`src/rtl/mem_port_arbiter.sv`:
```
// rtl/mem_port_arbiter.sv - two-port round-robin arbiter in front of a single-port memory
//
// Shares one ideal memory between the instruction-fetch port (IF, read-only)
// and the load/store port (DM, read/write), one transaction at a time, with a
// programmable number of ACCESS cycles per transaction.
//
// Ports:
//   clk, resetn                     clock, asynchronous active-low reset
//   if_req_valid/ready, if_addr     IF read request channel (byte address)
//   if_resp_valid/ready, if_rdata   IF read response channel
//   dm_req_valid/ready, dm_addr,    DM request channel (dm_wren=1 store)
//   dm_wren, dm_wdata
//   dm_resp_valid/ready, dm_rdata   DM response channel (rdata 0 on store ack)
//   mem_waddr, mem_wren, mem_wdata  memory write port
//   mem_raddr, mem_rden, mem_rdata  memory read port 1 (combinational read)
module mem_port_arbiter #(
  parameter int ADDR_WIDTH = 10,
  parameter int LATENCY    = 2
) (
  input  logic                  clk,
  input  logic                  resetn,
  input  logic                  if_req_valid,
  output logic                  if_req_ready,
  input  logic [31:0]           if_addr,
  output logic                  if_resp_valid,
  input  logic                  if_resp_ready,
  output logic [31:0]           if_rdata,
  input  logic                  dm_req_valid,
  output logic                  dm_req_ready,
  input  logic [31:0]           dm_addr,
  input  logic                  dm_wren,
  input  logic [31:0]           dm_wdata,
  output logic                  dm_resp_valid,
  input  logic                  dm_resp_ready,
  output logic [31:0]           dm_rdata,
  output logic [ADDR_WIDTH-1:0] mem_waddr,
  output logic [ADDR_WIDTH-1:0] mem_raddr,
  output logic                  mem_wren,
  output logic                  mem_rden,
  output logic [31:0]           mem_wdata,
  input  logic [31:0]           mem_rdata
);

  typedef enum logic [1:0] {IDLE, ACCESS, RESP} state_t;

  localparam logic [3:0] CNT_INIT = 4'(LATENCY - 1);

  state_t                  state, state_nxt;
  logic                    prio_dm;     // 1: DM wins the next tie
  logic                    owner_dm;
  logic                    wr_q;
  logic [ADDR_WIDTH-1:0]   widx_q;
  logic [31:0]             wdata_q;
  logic [3:0]              cnt_q;
  logic [31:0]             if_rdata_q, dm_rdata_q;
  logic                    cnt_done;
  logic                    resp_taken;

  // Only the word index matters; byte offset and bits above the memory wrap.
  logic unused_addr_bits;
  assign unused_addr_bits = ^{if_addr[31:ADDR_WIDTH+2], if_addr[1:0],
                              dm_addr[31:ADDR_WIDTH+2], dm_addr[1:0]};

  assign cnt_done   = (cnt_q == 4'd0);
  assign resp_taken = owner_dm ? dm_resp_ready : if_resp_ready;

  // State register
  always_ff @(posedge clk or negedge resetn) begin
    if (!resetn) state <= IDLE;
    else         state <= state_nxt;
  end

  // Next-state logic
  always_comb begin
    state_nxt = state;
    case (state)
      IDLE:    if (if_req_ready || dm_req_ready) state_nxt = ACCESS;
      ACCESS:  if (cnt_done)                     state_nxt = RESP;
      RESP:    if (resp_taken)                   state_nxt = IDLE;
      default:                                   state_nxt = IDLE;
    endcase
  end

  // Output logic
  always_comb begin
    if_req_ready  = 1'b0;
    dm_req_ready  = 1'b0;
    if_resp_valid = 1'b0;
    dm_resp_valid = 1'b0;
    mem_waddr     = '0;
    mem_raddr     = '0;
    mem_wren      = 1'b0;
    mem_rden      = 1'b0;
    mem_wdata     = '0;
    case (state)
      IDLE: begin
        // resetn gating keeps ready low while reset is held with valid high
        if (resetn) begin
          if (if_req_valid && dm_req_valid) begin
            dm_req_ready = prio_dm;
            if_req_ready = !prio_dm;
          end else begin
            if_req_ready = if_req_valid;
            dm_req_ready = dm_req_valid;
          end
        end
      end
      ACCESS: begin
        mem_raddr = widx_q;
        mem_waddr = widx_q;
        mem_wdata = wdata_q;
        mem_rden  = !wr_q;
        mem_wren  = wr_q && cnt_done;   // single write pulse in the last cycle
      end
      RESP: begin
        if_resp_valid = !owner_dm;
        dm_resp_valid = owner_dm;
      end
      default: ;
    endcase
  end

  // Transaction datapath
  always_ff @(posedge clk or negedge resetn) begin
    if (!resetn) begin
      prio_dm    <= 1'b1;
      owner_dm   <= 1'b0;
      wr_q       <= 1'b0;
      widx_q     <= '0;
      wdata_q    <= '0;
      cnt_q      <= '0;
      if_rdata_q <= '0;
      dm_rdata_q <= '0;
    end else begin
      if (state == IDLE && (if_req_ready || dm_req_ready)) begin
        owner_dm <= dm_req_ready;
        wr_q     <= dm_req_ready && dm_wren;
        widx_q   <= dm_req_ready ? dm_addr[ADDR_WIDTH+1:2] : if_addr[ADDR_WIDTH+1:2];
        wdata_q  <= dm_req_ready ? dm_wdata : 32'd0;
        cnt_q    <= CNT_INIT;
        prio_dm  <= if_req_ready;       // the other port wins the next tie
      end else if (state == ACCESS) begin
        if (cnt_done) begin
          if (owner_dm) dm_rdata_q <= wr_q ? 32'd0 : mem_rdata;
          else          if_rdata_q <= mem_rdata;
        end else begin
          cnt_q <= cnt_q - 4'd1;
        end
      end
    end
  end

  assign if_rdata = if_rdata_q;
  assign dm_rdata = dm_rdata_q;

endmodule
```
`config.mk`:
```
export PLATFORM = sky130hd
export DESIGN_NAME = mem_port_arbiter
export DESIGN_NICKNAME = d
export VERILOG_FILES = /design/src/rtl/mem_port_arbiter.sv
export SDC_FILE = /design/constraint.sdc
export NUM_CORES = 1
export LEC_CHECK = 0
export CAP_MARGIN = 10
export CORE_ASPECT_RATIO = 0.6
export CORE_UTILIZATION = 35
export CTS_BUF_LIST = sky130_fd_sc_hd__clkbuf_4 sky130_fd_sc_hd__clkbuf_8 sky130_fd_sc_hd__clkbuf_16
export DETAILED_ROUTE_END_ITERATION = 8
export HOLD_SLACK_MARGIN = 0.1
export PLACE_DENSITY = 0.81
export SLEW_MARGIN = 20
export SYNTH_ARGS = -nofsm -noshare
export SYNTH_HDL_FRONTEND = slang
export SYNTH_SLANG_ARGS = --single-unit
```
`constraint.sdc`:
```
create_clock -name clk -period 2.1 [get_ports clk]
set_input_delay 0.315 -clock clk [delete_from_list [all_inputs] [get_ports clk]]
set_output_delay 0.315 -clock clk [all_outputs]
set_load 0.02 [all_outputs]
```
==> run_results.csv, run 1 <==
group,metric,value,unit
run_status,run_status,"complete, no violations",
critical_path,arrival,1.73,ns
global_routing,antenna_found_initial,1,
logic_synthesis,post_synth_num_cell_types,40,
timing,slew_violations,0,
critical_path,critical-path-top-delay-family,"buffers and inverters",
logic_synthesis,synth_cells,409,
cts,tritoncts,"yes",
die,die_x,159,um
critical_path,timing.rr.end,"if_rdata[0]",
logic_synthesis,yosys.area.top_type,"sky130_fd_sc_hd__dfrtp_1",
logic_synthesis,postSynth.asyncResetShare,100,%
cts,cts_buffer_depth,2,
cells_and_area,post_route_cells_drive_above_1_share,27.7,%
logic_synthesis,yosys-top-cells-count,"sky130_fd_sc_hd__dfrtp_1, sky130_fd_sc_hd__mux2_2, sky130_fd_sc_hd__and2_1",
timing,final_period_minus_worst_setup_slack,2.05,ns
job,max_cap_viol_count,0,
timing,fin_worst_skew,0.00543,ns
cells_and_area,final_core_utilization,56.3,%
die,dieArea,15300,um2
cells_and_area,num_antenna_cells,0,
power,worst_ir_drop_vdd,0.000562,V
route,routed_wire_length_per_instance,16.8,um
die,coreArea,14000,um2
logic_synthesis,synth.top_cells.by_area,"sky130_fd_sc_hd__dfrtp_1, sky130_fd_sc_hd__mux2_2, sky130_fd_sc_hd__a22o_1",
route,met3WireLength,755,um
die,fp-row-count,33,
die,start_util,36.8,%
timing,tightestPinTransition,0.969,ns
logic_synthesis,mappedNetlistArea,5160,um2
logic_synthesis,post-synth-top-count-cell,"sky130_fd_sc_hd__dfrtp_1",
cts,worst_skew_pair.late_latency,0.40,ns
cts,h-tree-depth,4,
power,static-leakage-power,0.00347,uW
logic_synthesis,synth-seq-area-share,55.8,%
logic_synthesis,ys.warnings.count,0,
placed_design,port_buffer_cells,212,
route,top_layer_used,"met5",
logic_synthesis,prevailing_post_synth_register_cell,"sky130_fd_sc_hd__dfrtp_1",
route,avgViaCountPerCell,4.83,
route,routed_wirelength,13800,um
global_routing,grt_remaining_overflow,0,
die,floorplan.io_pins,257,
critical_path,crit_path_max_incr_delay,0.45,ns
power,tot_pwr,12200,uW
worst_hold_path,hold_path_class,"input pin to asynchronous set/reset pin",
critical_path,critical_path_buf_inv_count,2,
critical_path,critical_path_peak_fanout,34,
critical_path,timing_worst_setup_path_type,"flip-flop to output port",
placed_design,detailed_place_hpwl,9980,um
cts,root_buffer,"sky130_fd_sc_hd__clkbuf_16",
timing,final.setup.worst_slack,0.0513,ns
critical_path,timing.critical_path.cells,"and2b_2 -> buf_12 -> and2_1 -> clkdlybuf4s15_1",
timing,finalSetupViolCount,0,
cts,clk_pin_slew_worst_paths,0.05,ns
cells_and_area,nNetsFinal,757,
route,route.detailed.drc,0,
logic_synthesis,synth_area_per_inst,12.6,um2
route,drt_first_pass_iters,4,
route,total_number_of_vias,3977,
placed_design,dp_worst_setup_slack,-0.0147,ns
route,wl_met2,6330,um
placed_design,gp_routability_congestion,0.770,
route,detailedRoute.firstIterationViolations,184,
global_routing,global_route_wire_length_before_repair,22200,um
cts,numClockSinks,115,
critical_path,crit_path_end_kind,"output port",
cells_and_area,area_delta_synth_final,53.2,%
logic_synthesis,yosysTopAreaCellShare,55.3,%
critical_path,timing.rr.start,"cnt_q[0]",
power,power_density,1540,nW/um2
cts,tritoncts.num_buffers,17,
timing,report.final.hold_viol_count,0,
critical_path,setup.worst_path.start_class,"flip-flop",
logic_synthesis,synth-seq-cells,115,
critical_path,slowest_cell_on_the_critical_path,"sky130_fd_sc_hd__dfrtp_2",
global_routing,overall_global_routing_resource_usage,18.9,%
timing,max_clock_freq,488,MHz
logic_synthesis,count_of_flip_flops_with_a_built_in_enable_after_synthesis,0,
timing,worst_slew_margin_rel,35.4,%
global_routing,grt_start_max_net_pins,76,
cts,cts_post_setup_buffers_inserted,0,
timing,min_period_over_period,97.6,%
route,wl_met1,6560,um
critical_path,crit_required,1.78,ns
route,drt.antenna.violating_nets,0,
critical_path,worst_reg_to_reg_setup_slack,0.07,ns
timing,totalNegativeSetupSlack,0,ns
critical_path,reg2reg_depth,6,
global_routing,grt_pass1_vias,4241,
logic_synthesis,syn_nets,545,
die,die_y,96.1,um
==> state kept, by name, indices dropped and copies added (netlist names) <==
name,count
cnt_q,4
dm_rdata,32
if_rdata,32
owner_dm,1
prio_dm,1
state,2
wdata_q,32
widx_q,10
wr_q,1
==> power by group <==
| group | internal [uW] | leakage [uW] | switching, uW | total [uW] |
|---|---|---|---|---|
| sequential | 3320 | 0.00141 | 652 | 3980 |
| combinational | 2850 | 0.00183 | 2830 | 5690 |
| clock | 1570 | 0.000244 | 954 | 2520 |
==> per-stage QoR <==
stage / hold WS [ns] / instances / cell area, um2
5_1_grt: 0.280 / 823 / 7910
6_report: 0.171 / 823 / 7910
3_3_place_gp: 0.420 / 793 / 7480
4_1_cts: 0.226 / 823 / 8050
2_1_floorplan: 0.0194 / 409 / 5160
3_5_place_dp: 0.444 / 793 / 7480
==> worst reg2reg max path: cells and delay by family (launching register included) <==
family | cells | cell delay [ns]
adder cells (fa/ha/maj) | 1 | 0.20
multiplexers | 1 | 0.39
flip-flops | 1 | 0.39
buffers and inverters | 2 | 0.33
AND/OR/NAND/NOR | 2 | 0.60
==> cells in the final DEF, fill, tap and decap left out, types with 3 or more instances in the layout <==
cell,instances
sky130_fd_sc_hd__buf_2,5
sky130_fd_sc_hd__nand3_1,4
sky130_fd_sc_hd__o31a_1,9
sky130_fd_sc_hd__nand2_1,12
sky130_fd_sc_hd__and2_1,42
sky130_fd_sc_hd__buf_4,16
sky130_fd_sc_hd__clkbuf_2,28
sky130_fd_sc_hd__mux2_2,62
sky130_fd_sc_hd__clkdlybuf4s50_1,153
sky130_fd_sc_hd__a22o_1,33
sky130_fd_sc_hd__nor2_1,3
sky130_fd_sc_hd__o21ai_0,4
sky130_fd_sc_hd__mux2i_1,3
sky130_fd_sc_hd__a21oi_1,4
sky130_fd_sc_hd__inv_1,3
sky130_fd_sc_hd__dfrtp_1,113
sky130_fd_sc_hd__buf_12,4
sky130_fd_sc_hd__clkbuf_8,3
sky130_fd_sc_hd__o211ai_1,9
sky130_fd_sc_hd__clkinvlp_4,6
sky130_fd_sc_hd__clkbuf_16,17
sky130_fd_sc_hd__nor2b_1,33
sky130_fd_sc_hd__clkinv_2,3
sky130_fd_sc_hd__o22a_1,9
sky130_fd_sc_hd__clkdlybuf4s15_2,19
==> how the worst max path moves through the flow <==
stage                      start            end  slack (ns)  depth (start not counted)
floorplan               cnt_q[0]    if_rdata[0]        0.26                          6
global placement    dm_req_valid   dm_req_ready        0.03                          4
detailed placement      state[1]   mem_raddr[9]       -0.01                          4
CTS                     state[0]   if_req_ready       -0.03                          5
global route            state[1]  mem_wdata[10]      -0.008                          4
finish                  state[1]  mem_wdata[25]        0.05                          4
==> per-layer routing <==
metal	track usage [%]	vias to the layer above
met5	0	-
met3	5.69	18
met2	30.3	129
li1	-	1870
met1	24.7	1958
met4	5.91	2
==> cells by family after synthesis <==
family	count (synthesis)	synth area share, %
simple gates	110	13.2
buf+inv	42	4.58
flops	115	55.8
mux	67	14.5
compound gates	74	11.7
fa+ha+maj	1	0.242
==> area by class of cell <==
cell class / instances / area, um2
multi-input combinational: 252 / 2070
clock buffer: 20 / 467
fill: 1186 / 6130
timing repair buffer: 232 / 2180
sequential: 115 / 2880
clock inverter: 9 / 60.1
tap: 192 / 240
inverter: 3 / 11.3
==> what timing repair did <==
action / CTS / global route
gates cloned: 0 / 0
hold buffers: 1 / 0
gates resized for setup: 139 / 44
endpoints found under the hold margin: 40 / 0
endpoints found under the setup margin: 57 / 67
Note: power is estimated with default switching activity, not from simulation.
==> run 2: changes to the inputs <==
--- a/config.mk
+++ b/config.mk
@@ -6,12 +6,14 @@
 export NUM_CORES = 1
 export LEC_CHECK = 0
 export CAP_MARGIN = 10
+export CELL_PAD_IN_SITES_DETAIL_PLACEMENT = 1
+export CELL_PAD_IN_SITES_GLOBAL_PLACEMENT = 1
 export CORE_ASPECT_RATIO = 0.6
-export CORE_UTILIZATION = 35
+export CORE_UTILIZATION = 33
 export CTS_BUF_LIST = sky130_fd_sc_hd__clkbuf_4 sky130_fd_sc_hd__clkbuf_8 sky130_fd_sc_hd__clkbuf_16
 export DETAILED_ROUTE_END_ITERATION = 8
 export HOLD_SLACK_MARGIN = 0.1
-export PLACE_DENSITY = 0.81
+export PLACE_DENSITY = 0.95
 export SLEW_MARGIN = 20
 export SYNTH_ARGS = -nofsm -noshare
 export SYNTH_HDL_FRONTEND = slang
==> constraint.sdc (replaced) <==
create_clock -name clk -period 2.4 [get_ports clk]
set_input_delay 0.36 -clock clk [delete_from_list [all_inputs] [get_ports clk]]
set_output_delay 0.36 -clock clk [all_outputs]
set_load 0.02 [all_outputs]
==> run 2 against run 1 <==
Against the previous run: final cell count up 0.49%; register-to-register slack better by 0.24 ns; sequential share of layout area down 0.53 points; global-route usage up 1.0 points; critical path type unchanged; via count up 2.7%; sequential power down 12%.
==> run_results.csv, run 2 (synthesized netlist as in run 1, its figures left out) <==
group,metric,value,unit
run_status,run_status,"complete, no violations",
cts,tritoncts.num_buffers,17,
global_routing,grt_start_max_net_pins,74,
cts,numClockSinks,115,
cts,cts_buffer_depth,2,
critical_path,timing_worst_setup_path_type,"flip-flop to output port",
power,power.sequential.fraction,32.1,%
route,routed_wire_length_per_instance,18.8,um
timing,report.final.hold_viol_count,0,
route,drt_first_pass_iters,4,
cells_and_area,area_delta_synth_final,55.4,%
route,detailedRoute.firstIterationViolations,184,
critical_path,crit_path_max_incr_delay,0.67,ns
job,max_cap_viol_count,0,
power,static-leakage-power,0.00364,uW
critical_path,critical_path_peak_fanout,7,
global_routing,overall_global_routing_resource_usage,19.9,%
worst_hold_path,hold_path_class,"input pin to asynchronous set/reset pin",
critical_path,crit_path_end_kind,"output port",
cells_and_area,sequential_cell_area,2880,um2
timing,finalSetupViolCount,0,
timing,worst_slew_margin_rel,39.7,%
route,drt.antenna.violating_nets,0,
die,start_util,34.7,%
power,cell_internal_pwr,6970,uW
critical_path,timing.critical_path.cells,"nand2b_1 -> nor2_1 -> clkdlybuf4s50_1",
die,fp-row-count,34,
cts,root_buffer,"sky130_fd_sc_hd__clkbuf_16",
power,power_density,1360,nW/um2
route,routed_wirelength,15500,um
cells_and_area,nNetsFinal,755,
cells_and_area,num_antenna_cells,0,
timing,fin_worst_skew,0.0126,ns
die,coreArea,14900,um2
timing,totalNegativeSetupSlack,0,ns
global_routing,antenna_found_initial,1,
power,p_sw,3960,uW
critical_path,setup.worst_path.start_class,"flip-flop",
power,power.combinational.fraction,45.7,%
placed_design,port_buffer_cells,212,
placed_design,gp_routability_congestion,0.817,
power,worst_ir_drop_vdd,0.000538,V
cts,cts_post_setup_buffers_inserted,0,
cells_and_area,final_cell_mix,"sky130_fd_sc_hd__clkdlybuf4s50_1, sky130_fd_sc_hd__dfrtp_1, sky130_fd_sc_hd__mux2_2",
global_routing,grt_remaining_overflow,0,
cts,tritoncts,"yes",
cells_and_area,layout.cells.most_common,"sky130_fd_sc_hd__clkdlybuf4s50_1",
global_routing,global_route_wire_length_before_repair,24900,um
route,route.detailed.drc,0,
timing,min_period_over_period,96.3,%
power,power.share.switching,36.2,%
die,floorplan.io_pins,257,
timing,tightestPinTransition,0.904,ns
power,tot_pwr,10900,uW
die,die_y,98.9,um
critical_path,arrival,1.95,ns
timing,slew_violations,0,
cells_and_area,post_route_cells_drive_above_1_share,18.6,%
die,dieArea,16200,um2
critical_path,reg2reg_depth,6,
route,total_number_of_vias,4085,
critical_path,slowest_cell_on_the_critical_path,"sky130_fd_sc_hd__clkdlybuf4s50_1",
global_routing,grt_pass1_vias,4574,
critical_path,crit_required,2.04,ns
timing,max_clock_freq,433,MHz
route,avgViaCountPerCell,4.94,
cts,worst_skew_pair.late_latency,0.39,ns
cells_and_area,multi_input_comb_area,2070,um2
timing,unrepaired_setup_endpoints_after_global_routing,"false",
timing,final_period_minus_worst_setup_slack,2.31,ns
power,pwr-share-clk,22.2,%
cts,clk_pin_slew_worst_paths,0.05,ns
die,die_x,163,um
cells_and_area,fillCellCount,1551,
placed_design,detailed_place_hpwl,11500,um
cells_and_area,final_core_utilization,53.9,%
cts,h-tree-depth,4,
run 2: cell count changes in the layout (fill, tap and decap cells not counted), moves of 4 or more:
cell	before	now
sky130_fd_sc_hd__dlygate4sd2_1	2	53
sky130_fd_sc_hd__clkbuf_2	28	0
sky130_fd_sc_hd__clkdlybuf4s15_2	19	0
sky130_fd_sc_hd__buf_2	5	0
sky130_fd_sc_hd__clkdlybuf4s50_1	153	157
sky130_fd_sc_hd__clkinvlp_4	6	2
run 2: power by group through the flow:
stage	Clock (uW)	Sequential, uW	Combinational [uW]
global placement	0	3410	5060
finish	2430	3510	4990
global route	2570	3640	5330
detailed placement	0	3520	5240
floorplan	0	4020	2220
CTS	2490	3520	5060
run 2: layout make-up:
type                    count  area share [%]
well taps                 198            3.09
multi-input cells         252            25.8
repair buffers            230            28.0
clock inverters             9            1.34
clock buffers              20            5.82
flip-flops and latches    115            35.9
inverters                   3           0.140
run 2: path summary, 6_finish.rpt:
kind,startpoint,to,slack [ns]
max,state[1],mem_rden,0.09
min in group clk,wdata_q[30],wdata_q[30],0.49
max in group asynchronous,resetn,if_rdata[28],0.52
min,resetn,state[0],0.45
min reg2reg,wdata_q[30],wdata_q[30],0.49
max reg2reg,cnt_q[0],dm_rdata[25],0.31
run 2: what timing repair did:
action                                  4_1_cts  5_1_grt
hold endpoints to repair                      7        0
endpoints found under the setup margin       54        2
hold buffers                                  2        0
resized for setup                            57        2
cloned                                        0        0
run 2: worst max-delay path, delay by kind of cell, from the launching register on:
| family | cells | cell delay (ns) |
|---|---|---|
| buffers and inverters | 1 | 0.67 |
| flip-flops | 1 | 0.45 |
| AND/OR/NAND/NOR | 2 | 0.45 |
run 2: routing by layer:
metal | track usage, % | up-vias | part of all wire [%]
met1 | 25.2 | 2080 | 43
met3 | 5.22 | 14 | 6.4
li1 | - | 1851 | -
met4 | 6.05 | 0 | 1.0
met5 | 0 | - | 0
met2 | 33.2 | 140 | 49
run 2: metrics by stage:
step,hold slack (ns),setup slack (ns),std cells,instance area [um2]
2_1_floorplan,0.0644,0.520,409,5160
3_3_place_gp,0.194,0.239,796,7480
3_5_place_dp,0.200,0.160,796,7480
4_1_cts,0.442,0.0570,827,8020
5_1_grt,0.457,0.0126,827,8020
6_report,0.452,0.0892,827,8020
==> RTL edit 1: new RTL, config.mk and constraints of run 1 <==
The parameter `ADDR_WIDTH` goes from 10 to 11.
--- a/src/rtl/mem_port_arbiter.sv
+++ b/src/rtl/mem_port_arbiter.sv
@@ -16,3 +16,3 @@
 module mem_port_arbiter #(
-  parameter int ADDR_WIDTH = 10,
+  parameter int ADDR_WIDTH = 11,
   parameter int LATENCY    = 2
Interface: changed (resized mem_raddr and mem_waddr); port bits go from 257 to 259. The function was not compared with the original's and may differ.
==> RTL edit 1 against run 1 <==
  * The flow now finishes with violations (DRC)
  * Routed wire length rose by 2.0%
  * Final area rose by 2.0%
  * Total power rose by 10%
  * Sequential cell count rose by 1
  * Global-route usage barely moved
  * Register-to-register slack improved by 0.02 ns
  * Clock power rose by 16%
  * Combinational power rose by 14%
  * Worst hold slack got worse by 0.0047 ns
  * Synthesized area rose by 1.2%
  * Worst setup slack improved by 0.038 ns
  * Non-clock buffer count rose by 3
  * Count of clock-buffer cells in the layout fell by 1
==> RTL edit 1: results (changes against run 1) <==
| Metric | Value |
|---|---|
| Detailed router's first-iteration violation count | 230 (+25%) |
| Maximum number of pins on one net before global-route repair | 68 (-11%) |
| Biggest fanout along the worst timing path | 43 (+26%) |
| Leading cell types by total area after synthesis | dfrtp_1 55%, mux2_2 13%, a22o_1 5.5%, and2_1 5.1%, nor2b_1 4.1% |
| Comb. pwr | 0.00649 W (+14%) |
| Drc violations | 1 (+1) |
| Proportion of synthesized chip area in sequential cells | 55.6% (-0.19 points) |
| Initial antenna violation count | 0 (-1) |
| Seq group | 0.00401 W |
| Final Wtd Congestion | 0.811 (+5.3%) |
| Result of the run | finished, violations left |
| Count of nets after finishing | 777 (+2.6%) |
| Fraction of final layout cells sized beyond drive strength 1 | 22.2% (-5.5 points) |
| Total global routing track utilization | 18.9% (+0.029 points) |
| Global-route wire length before repair | 22.9 mm (+3.2%) |
| Static Leakage | 3.64 nW (+4.8%) |
| Most frequent cells after synthesis | 115 x dfrtp_1, 58 x mux2_2, 43 x and2_1 |
| Worst supply voltage drop on vdd | 0.724 mV (+29%) |
| Clk_lat worst skew | 0.40 ns (about the same) |
| Post-detailed-placement half-perimeter wirelength | 10.0 mm (+0.65%) |
| Proportion of synthesized flip-flops having asynchronous set or reset | 100% (unchanged) |
| Count of port buffers added during placement | 216 (+1.9%) |
| Largest stage delay on the critical path | 0.44 ns |
| Depth of the worst register-to-register path | 3 (-3) |
| Instance area at placement | 0.00759 mm^2 (+1.5%) |
| Clock tree skew after final layout | 0.0137 ns (+0.00829 ns) |
| Clk buf depth | 2 (unchanged) |
| Number of synthesis warnings | 0 (unchanged) |
| Critical path arrival | 1.70 ns (-0.03 ns) |
| Number of non-filler instances in the completed layout | 851 (+3.4%) |
| 1st-pass router iterations | 6 (+2) |
| H-Tree Level Count | 4 (unchanged) |
| Detailed-route via count | 4097 (+3.0%) |
| Tightest slew margin relative to the limit | 37.1% (+1.6 points) |
| Violated checks | DRC |
| Overall routed net length | 14.1 mm (+2.0%) |
| Post-synthesis instance total | 429 (+4.9%) |
| Number of global-route vias before repair | 4371 (+3.1%) |
| Cts repair resizes | 73 (-47%) |
| Total clock network power | 0.00292 W (+16%) |
| Sw Ratio | 37.4% (+1.0 points) |
| Placed Cells | 819 (+3.3%) |
| Mapped Nets | 565 (+3.7%) |
| Netlist cell types | 34 (-15%) |
| Highest-delay cell along the critical path | dfrtp_2 |
| Placement Setup Slack | 0.0379 ns (+0.0526 ns) |
==> RTL edit 1: cell count changes after synthesis, moves of 3 or more <==
| cell | before | now |
|---|---|---|
| a31oi_1 | 1 | 12 |
| buf_2 | 6 | 9 |
| o31a_1 | 9 | 0 |
| mux2_2 | 62 | 58 |
| inv_1 | 3 | 14 |
| mux2_1 | 2 | 7 |
==> RTL edit 1: layer usage <==
| metal | vias up | share of wire (%) | wire [um] | GRT usage [%] |
|---|---|---|---|---|
| met4 | 0 | 0.89 | 125 | 6.29 |
| met2 | 141 | 46 | 6550 | 29.6 |
| met1 | 2021 | 46 | 6550 | 25.1 |
| li1 | 1923 | - | - | - |
| met5 | - | 0 | 0 | 0 |
| met3 | 12 | 6.1 | 862 | 5.49 |
==> RTL edit 1: path summary, 6_finish.rpt <==
check                           start           end  slack (ns)
hold reg to reg            wdata_q[3]    wdata_q[3]        0.49
max in group asynchronous      resetn   dm_rdata[9]        0.84
min in group clk           wdata_q[3]    wdata_q[3]        0.49
setup reg to reg             state[1]     widx_q[5]        0.09
hold / removal                 resetn    wdata_q[8]        0.17
setup / recovery             state[1]  mem_raddr[8]        0.09
==> RTL edit 1: cells by family (layout without fill, tap and decap cells) <==
kind of cell	count (synthesis)	count (layout)	synth area share (%)
flops	116	116	55.6
simple gates	112	112	12.8
fa+ha+maj	1	1	0.239
mux	67	67	14.4
buf+inv	56	280	5.46
compound gates	77	77	11.5
==> RTL edit 1: area by class of cell <==
cell class	instances	area, um^2
inverter	14	52.6
fill	1237	6480
sequential	116	2910
timing repair buffer	235	2210
clock inverter	12	155
clock buffer	19	447
tap	198	248
multi-input combinational	257	2050
==> RTL edit 2: new RTL, config.mk and constraints of run 1 <==
Without the edit above. Reset style: synchronous (`resetn`), changed in 2 clocked blocks. Comments in the files are not updated.
--- a/src/rtl/mem_port_arbiter.sv
+++ b/src/rtl/mem_port_arbiter.sv
@@ -67,3 +67,3 @@
   // State register
-  always_ff @(posedge clk or negedge resetn) begin
+  always_ff @(posedge clk) begin
     if (!resetn) state <= IDLE;
@@ -123,3 +123,3 @@
   // Transaction datapath
-  always_ff @(posedge clk or negedge resetn) begin
+  always_ff @(posedge clk) begin
     if (!resetn) begin
Behaviour: differs if resetn is asserted again (counterexample within 4 cycles, from zero or initial values and one cycle with resetn low); with resetn held inactive, the same outputs for 10 cycles.
==> RTL edit 2 against run 1 <==
  * Routed wire length grew 0.15%
  * Sequential cell count stayed put
  * Register-to-register slack better by 0.13 ns
  * Final area fell by 3.7%
  * Critical path type unchanged
  * Global-route usage is 0.075 points higher
  * First-iteration DRC count is 7.1% higher
  * Via count rose by 14%
  * Synthesized area is 4.4% lower
  * Worst hold slack better by 0.096 ns
  * Worst setup slack better by 0.0016 ns
Power is not compared: it rests on default switching activity, and its combinational part moved more than twofold at a synthesized area within 25%.
==> RTL edit 2: results (changes against run 1) <==
| Metric | Value |
|---|---|
| Result of the run | complete, no violations |
| Avg Synthesized Cell Area | 9.35 um^2 (-26%) |
| Placed Cells | 898 (+13%) |
| Proportion of synthesized chip area in sequential cells | 46.6% (-9.1 points) |
| Netlist cell types | 36 (-10%) |
| Detailed-route via count | 4519 (+14%) |
| Total global routing track utilization | 18.9% (+0.075 points) |
| Tightest slew margin relative to the limit | 47.0% (+12 points) |
| Instance area at placement | 0.00725 mm^2 (-3.0%) |
| Leading cell types by total area after synthesis | dfxtp_1 47%, mux2i_1 13%, nand2_1 7.3%, a22o_1 5.9%, nand3b_1 5.0% |
| Biggest fanout along the worst timing path | 10 (-71%) |
| Post-detailed-placement half-perimeter wirelength | 9.71 mm (-2.7%) |
| Final routed wire length divided by cell count | 14.9 um (-11%) |
| Maximum number of pins on one net before global-route repair | 131 (+72%) |
| Count of nets after finishing | 862 (+14%) |
| Mapped Nets | 665 (+22%) |
| Proportion of synthesized flip-flops having asynchronous set or reset | 0% (-100 points) |
| Most frequent cells after synthesis | 115 x dfxtp_1, 96 x nand2_1, 65 x mux2i_1 |
| Final Wtd Congestion | 0.767 (-0.35%) |
| Clock Root Buffer | clkbuf_16 |
| Worst min path class | input port to register |
| Most used DFF post-synth | dfxtp_1 |
| Ratio of routed vias to standard cells | 4.86 (+0.55%) |
| Number of global-route vias before repair | 4317 (+1.8%) |
| Detailed router's first-iteration violation count | 197 (+7.1%) |
| Clock tree skew after final layout | 0.00772 ns (+0.00229 ns) |
| Fraction of final layout cells sized beyond drive strength 1 | 16.3% (-11 points) |
| Initial antenna violation count | 0 (-1) |
| Fill cell total of the finished layout | 1212 (+2.2%) |
| Cell family with most CP delay | buffers and inverters |
RTL edit 2: cell types whose count changed after synthesis, moves of 32 or more:
cell / before / now
nand2_1: 12 / 96
dfxtp_1: 0 / 115
dfrtp_1: 114 / 0
mux2i_1: 3 / 65
nand3b_1: 1 / 33
mux2_2: 62 / 0
nor2b_1: 33 / 1
RTL edit 2: path summary, 6_finish.rpt:
kind               startpoint            to  slack [ns]  depth (start not counted)
setup reg to reg     cnt_q[0]  if_rdata[14]        0.20                          6
hold / removal         resetn       prio_dm        0.27                          2
setup / recovery     state[1]  mem_waddr[7]        0.05                          5
hold reg to reg   if_rdata[7]   if_rdata[7]        0.46                          2
RTL edit 2: cell type report:
class                      count  area (um^2)  share of cell area, %
inverter                      15         56.3                  0.740
multi-input combinational    341         2310                   30.4
tap                          192          240                   3.16
timing repair buffer         235         2090                   27.5
clock inverter                12          155                   2.04
sequential                   115         2300                   30.2
clock buffer                  20          454                   5.97
RTL edit 2: report_power, final:
group	leakage, nW	internal [W]	switching [W]
Sequential	0.937	0.00237	0.000106
Clock	0.298	0.00193	0.00101
Combinational	1.97	0.000672	0.000740
RTL edit 2: repair_timing:
item,in CTS,in global routing
hold endpoints to repair,0,0
resized for setup,73,97
setup buffers,0,0
endpoints found under the setup margin,58,56
RTL edit 2: kinds of logic after synthesis:
group                      after synthesis  share of synthesized area, %
AOI/OAI and AO/OA                       59                          9.86
adders and majority gates                2                         0.507
buffers and inverters                   72                          6.99
DFF                                    115                          46.6
muxes                                   65                          13.2
and+or+nand+nor                        215                          22.8
RTL edit 2: per-layer routing:
layer,global-route usage (%),part of all wire (%)
met5,0,0
met1,24.6,47
met2,30.4,45
met3,5.63,7.2
met4,5.47,0.65
